**config.mk**
```make
export PLATFORM = sky130hd
export DESIGN_NAME = led_pattern_seq
export DESIGN_NICKNAME = d
export VERILOG_FILES = /design/src/rtl/led_pattern_seq.sv
export SDC_FILE = /design/constraint.sdc
export NUM_CORES = 1
export LEC_CHECK = 0
export ABC_AREA = 1
export BUFFER_PORTS_ARGS = -buffer_cell sky130_fd_sc_hd__clkbuf_2
export CAP_MARGIN = 25
export CORE_ASPECT_RATIO = 0.7
export CORE_MARGIN = 1.5
export CORE_UTILIZATION = 50
export CTS_CLUSTER_SIZE = 40
export DETAILED_ROUTE_END_ITERATION = 6
export PLACE_DENSITY = 0.77
export SYNTH_ARGS = -nofsm -noshare
export SYNTH_HDL_FRONTEND = slang
export SYNTH_SLANG_ARGS = --single-unit
```
**constraint.sdc**
```tcl
create_clock -name clk -period 3.1 [get_ports clk]
set_clock_uncertainty 0.15 [all_clocks]
set_input_delay 0.31 -clock clk [delete_from_list [all_inputs] [get_ports clk]]
set_output_delay 0.31 -clock clk [all_outputs]
set_load 0.005 [all_outputs]
```
**src/rtl/led_pattern_seq.sv**
```systemverilog
// led_pattern_seq
//
// LED pattern sequencer for the board LED bank. A prescaler divides clk
// into a one-cycle tick. On every tick a small pattern state machine
// (current mode plus bounce direction) either loads the initial pattern
// of a newly selected mode or advances the pattern of the current mode.
//
// Ports:
//   clk       board clock (CLOCK_50)
//   rst       synchronous active-high reset, overrides every other input
//   div_val   new divider value, taken when div_load=1 and div_val!=0
//   div_load  one-cycle strobe loading div_val into the divider register
//   mode      pattern select: 00 OFF, 01 BLINK, 10 CHASE, 11 BOUNCE
//   pause     holds the prescaler count and suppresses tick while high
//   tick      registered, high for one cycle per divider period
//   leds      registered LED pattern (LEDG)
module led_pattern_seq #(
  parameter int LED_W       = 2,
  parameter int DIV_W       = 26,
  parameter int DEFAULT_DIV = 25000000
) (
  input  logic             clk,
  input  logic             rst,
  input  logic [DIV_W-1:0] div_val,
  input  logic             div_load,
  input  logic [1:0]       mode,
  input  logic             pause,
  output logic             tick,
  output logic [LED_W-1:0] leds
);

  typedef enum logic [1:0] {
    MODE_OFF    = 2'b00,
    MODE_BLINK  = 2'b01,
    MODE_CHASE  = 2'b10,
    MODE_BOUNCE = 2'b11
  } mode_t;

  typedef enum logic {
    DIR_LEFT  = 1'b0,
    DIR_RIGHT = 1'b1
  } dir_t;

  localparam logic [DIV_W-1:0] DIV_ONE   = DIV_W'(1);
  localparam logic [DIV_W-1:0] DIV_RESET = DIV_W'(DEFAULT_DIV);
  localparam logic [LED_W-1:0] ALL_ONES  = '1;
  localparam logic [LED_W-1:0] ONE_HOT0  = LED_W'(1);

  logic [DIV_W-1:0] cnt;
  logic [DIV_W-1:0] div_reg;
  mode_t            cur_mode;
  dir_t             dir;
  mode_t            mode_sel;

  assign mode_sel = mode_t'(mode);

  // Prescaler. A non-zero load wins over pause and restarts the period;
  // a zero load is ignored so the divider can never be set to 0.
  always_ff @(posedge clk) begin
    if (rst) begin
      cnt     <= '0;
      tick    <= 1'b0;
      div_reg <= DIV_RESET;
    end else if (div_load && (div_val != '0)) begin
      div_reg <= div_val;
      cnt     <= '0;
      tick    <= 1'b0;
    end else if (pause) begin
      tick <= 1'b0;
    end else if (cnt == div_reg - DIV_ONE) begin
      cnt  <= '0;
      tick <= 1'b1;
    end else begin
      cnt  <= cnt + DIV_ONE;
      tick <= 1'b0;
    end
  end

  // Pattern state machine. It only acts on the edge that closes a tick
  // cycle, so a new leds value appears one cycle after tick is high and
  // mode is effectively sampled only in tick cycles.
  always_ff @(posedge clk) begin
    if (rst) begin
      cur_mode <= MODE_OFF;
      dir      <= DIR_LEFT;
      leds     <= '0;
    end else if (tick) begin
      if (mode_sel != cur_mode) begin
        cur_mode <= mode_sel;
        dir      <= DIR_LEFT;
        case (mode_sel)
          MODE_OFF:    leds <= '0;
          MODE_BLINK:  leds <= ALL_ONES;
          MODE_CHASE:  leds <= ONE_HOT0;
          MODE_BOUNCE: leds <= ONE_HOT0;
        endcase
      end else begin
        case (cur_mode)
          MODE_OFF:   leds <= '0;
          MODE_BLINK: leds <= ~leds;
          // Rotate left; the MSB wraps to bit 0. With one LED this is
          // a no-op, which keeps the single bit lit.
          MODE_CHASE: leds <= (leds << 1) | (leds >> (LED_W - 1));
          MODE_BOUNCE: begin
            if (LED_W == 1) begin
              leds <= ONE_HOT0;
            end else if (dir == DIR_LEFT) begin
              // Turning at the top end moves straight to the next bit
              // down so the end bit is shown only once.
              if (leds[LED_W-1]) begin
                dir  <= DIR_RIGHT;
                leds <= leds >> 1;
              end else begin
                leds <= leds << 1;
              end
            end else begin
              if (leds[0]) begin
                dir  <= DIR_LEFT;
                leds <= leds << 1;
              end else begin
                leds <= leds >> 1;
              end
            end
          end
        endcase
      end
    end
  end

endmodule

```
==> metrics.md <==
| Metric | Value |
|---|---|
| Category of the most critical setup path | `flip-flop to flip-flop` |
| Combinational group share of total power | `0.131` |
| Number of warnings reported in the yosys synthesis log | `0` |
| Site Rows | `26` |
| Reg-to-Reg Start | `div_reg[0]$_SDFFE_PP0P_` |
| Most frequent cells after synthesis | `nand2_1 (179), nor2_1 (95), inv_1 (73)` |
| Largest incremental delay on the critical path | `410 ps` |
| Critical Path AT | `2680 ps` |
| Number of antenna cells inserted | `0` |
| Unrepaired setup endpoints after global routing | `false` |
| Count of antenna-violating nets left after detailed routing | `0` |
| Die span in x | `110 µm` |
| Leakage | `1.98 nW` |
| Fraction of final layout cells with drive strength greater than 1 | `0.112` |
| Filler cell count in the final layout | `749` |
| Proportion of register bits with asynchronous set or reset after synthesis | `0` |
| Cell type with the highest aggregate area in the netlist | `dfxtp_1` |
| Post-Synthesis Net Count | `673` |
| Sw Pwr | `0.529 mW` |
| Final count of negative-setup-slack endpoints | `0` |
| Placed Instance Area | `4200 µm²` |
| Post-synthesis cell area | `3980 µm²` |
| Worst Path Max Fanout | `18` |
| Sink count of the clock tree | `58` |
| Crit path from | `div_reg[0]$_SDFFE_PP0P_` |
| Number of unique standard cell types used by synthesis | `34` |
| Crit path to | `cnt[8]$_SDFFE_PP0N_` |
| Register cell area after layout | `1160 µm²` |
| Family of cells with the greatest summed delay on the critical path | `simple AND/OR/NAND/NOR gates` |
| Critical Path RT | `3160 ps` |
| Type of the most critical hold path | `input port to flip-flop` |
| Initial core utilization | `0.529` |
| Most used cell, CP | `nor2_1` |
| Global-route wire length before repair | `17600 µm` |
| Post-synthesis average cell area | `6.23 µm²` |
| Residual overflow from global routing | `0` |
| Worst Max-Slew Pin Slew | `641 ps` |
| Critical path endpoint category | `flip-flop` |
| Time the worst path needs with I/O delays and setup | `2620 ps` |
| Post-Layout Inst Area | `4460 µm²` |
| Main synth FF type | `dfxtp_1` |
| Drt pass-1 iters | `5` |
| Total number of vias | `4114` |
| Reg-to-reg slack, setup | `480 ps` |
| Total of buffers placed on input and output ports | `34` |
| Hold path cells | `3` |
| Area Growth Syn to Fin | `12.2%` |
| Routability-driven placement congestion ratio | `1.01` |
| Total chip power | `1.95 mW` |
| Cell-by-cell listing of the critical path | `inv_1, ha_1, nand2_2, nor2_2, nor2_1, nor2_1, nand2_1, nor2_1, nand3_1, nor2_1, nand2_1, nor2_2, nand2_2, nand2_4, nor2_1` |
| Cell count after synthesis | `639` |
| Die footprint | `8510 µm²` |
| Detail-routed net length per standard cell | `13.9 µm` |
| Fraction of synthesized cell area taken by the top area cell type | `0.292` |
| Power Density | `437 nW/µm²` |
| First DRT Iteration DRCs | `395` |
| Hold violation count in the final report | `0` |
| Final HPWL DP | `8500 µm` |
| Worst Hold Launch | `div_val[11]` |
| FMAX | `382 MHz` |
| Result of the run | `finished, final reports clean` |
| Antenna violations before repair | `0` |
| Post-CTS Setup Inserts | `0` |
| CTS tree | `done` |
| Worst reg2reg path depth | `15` |
| Global router's overall resource usage | `0.271` |
| Worst slew slack as a fraction of its limit | `0.572` |
| Final Core Density | `0.594` |
| Number of nets at the end of the flow | `705` |
| CP Depth | `15` |
| Remaining DRCs | `0` |
| Vias in the first global route | `3672` |
| Maximum level of the CTS H-tree | `3` |
| Cell-internal power | `1.42 mW` |
| Max Cap Viol | `0` |
| VDD IR-drop max | `0.492 mV` |
| Number of synthesized flops with an enable pin | `0` |
| Cell with the most instances after synthesis | `nand2_1` |
| Proportion of power drawn by the clock network | `0.454` |
| Worst reg2reg path endpoint | `cnt[8]$_SDFFE_PP0N_` |
| Cell at the slowest stage of the critical path | `nor2_2` |
| Area inside the core boundary | `7510 µm²` |
| Die H | `77.6 µm` |
| Clock root buffer | `clkbuf_16` |
| Worst path setup slack after routing | `483 ps` |
| Startpoint type of the worst setup path | `flip-flop` |
| Post-synthesis sequential element count | `58` |
| Share of total power consumed by net switching | `0.271` |
| Ratio of final minimum period to clock period | `0.844` |
| Worst slack at placement | `520 ps` |
| Part of the total power dissipated in sequential elements | `0.415` |
| CTS buffer count | `9` |
| Fin. max-slew vios | `0` |
| Via density per instance | `5.32` |
| Maximum number of pins on one net before global-route repair | `28` |
| Seq/Total Area, Yosys | `0.292` |
| Buf/Inv on CP | `1` |
| Clock slew seen by the registers of the worst setup and hold paths | `50 ps` |
| Number of gates resized after cts | `0` |
| Clk_lat worst skew | `330 ps` |
| Cell types occupying the most area after synthesis | `dfxtp_1 (29%), nand2_1 (17%), nor2_1 (9.0%), inv_1 (6.9%), xor2_1 (6.2%)` |
| Final routed wirelength across all metal layers | `10700 µm` |
| CTS max path bufs | `2` |
| Multi-input gate area in the final layout | `2450 µm²` |
| Boundary pin count | `35` |
| Post-cts hold buffer count | `0` |
| Setup total negative slack | `0 ps` |
routing by layer:
layer | global-route usage | routed length [µm] | up-vias
li1 | - | - | 2097
met1 | 0.417 | 5590 | 1859
met2 | 0.368 | 4150 | 143
met3 | 0.0630 | 876 | 15
met4 | 0.0727 | 131 | 0
met5 | 0 | 0 | -
placed cells by master, fill, tap and decap left out:
cell / Yosys / layout
dfxtp_1: 58 / 58
nor3_1: 10 / 10
o211ai_1: 6 / 6
clkbuf_2: 0 / 34
xnor2_1: 17 / 17
clkbuf_1: 9 / 3
a41oi_1: 1 / 1
a221oi_1: 1 / 1
nand2_2: 5 / 5
and2_0: 1 / 1
o311ai_0: 1 / 1
a21oi_1: 20 / 20
o21ai_0: 20 / 20
nand3b_1: 8 / 8
a31oi_1: 1 / 1
nor2_1: 95 / 95
and3_1: 1 / 1
nand2_1: 179 / 179
nor4_1: 10 / 10
nor2_2: 18 / 18
nand2_4: 1 / 1
nand4_1: 14 / 14
clkinv_1: 1 / 1
nor2_4: 3 / 3
nor3b_1: 2 / 2
ha_1: 2 / 2
xor2_1: 28 / 28
o21bai_1: 3 / 3
clkinv_2: 0 / 3
and2_1: 1 / 1
clkbuf_8: 0 / 1
nand3_1: 44 / 44
inv_1: 73 / 73
clkbuf_16: 0 / 9
buf_4: 0 / 2
power by group through the flow:
| stage | registers (mW) | logic, mW | clock network [mW] |
|---|---|---|---|
| 3_5_place_dp | 0.822 | 0.251 | 0 |
| 4_1_cts | 0.808 | 0.252 | 0.895 |
| 2_1_floorplan | 0.810 | 0.189 | 0 |
| 6_report | 0.809 | 0.256 | 0.885 |
| 5_1_grt | 0.812 | 0.288 | 0.931 |
| 3_3_place_gp | 0.820 | 0.245 | 0 |
cell families after synthesis:
logic type                 share of synthesized area
and+or+nand+nor                                0.435
buffers and inverters                         0.0921
DFF                                            0.292
AOI/OAI and AO/OA                             0.0755
xor gates and xnor gates                      0.0991
adders and majority gates                    0.00629
how the worst min path moves through the flow:
stage / endpoint / slack [ps]
after global placement: div_reg[25]$_SDFFE_PP0P_ / 310
final: div_reg[11]$_SDFFE_PP1P_ / 50
after detailed placement: div_reg[25]$_SDFFE_PP0P_ / 320
after global routing: div_reg[21]$_SDFFE_PP1P_ / 60
after CTS: div_reg[16]$_SDFFE_PP1P_ / 40
after floorplan: cur_mode[0]$_SDFFE_PP0P_ / 230
worst reg2reg max path: cells and delay by family (launching register included):
family / cells / cell delay (ps)
adders and majority gates: 1 / 240
buffers and inverters: 1 / 120
DFF: 1 / 330
and+or+nand+nor: 13 / 1670
final cells by class:
| cell class | count | share of cell area |
|---|---|---|
| multi-input cells | 492 | 0.549 |
| repair buffers | 36 | 0.0415 |
| well taps | 98 | 0.0275 |
| clock inverters | 3 | 0.00336 |
| flip-flops and latches | 58 | 0.260 |
| inverters | 74 | 0.0622 |
| clock buffers | 13 | 0.0561 |
per-stage QoR:
step	hold slack, ps	cells
floorplan	229	639
global placement	313	758
detailed placement	323	758
CTS	42.8	774
global route	63.8	774
finish	50.4	774
No activity file was read; power rests on OpenSTA's default activity.
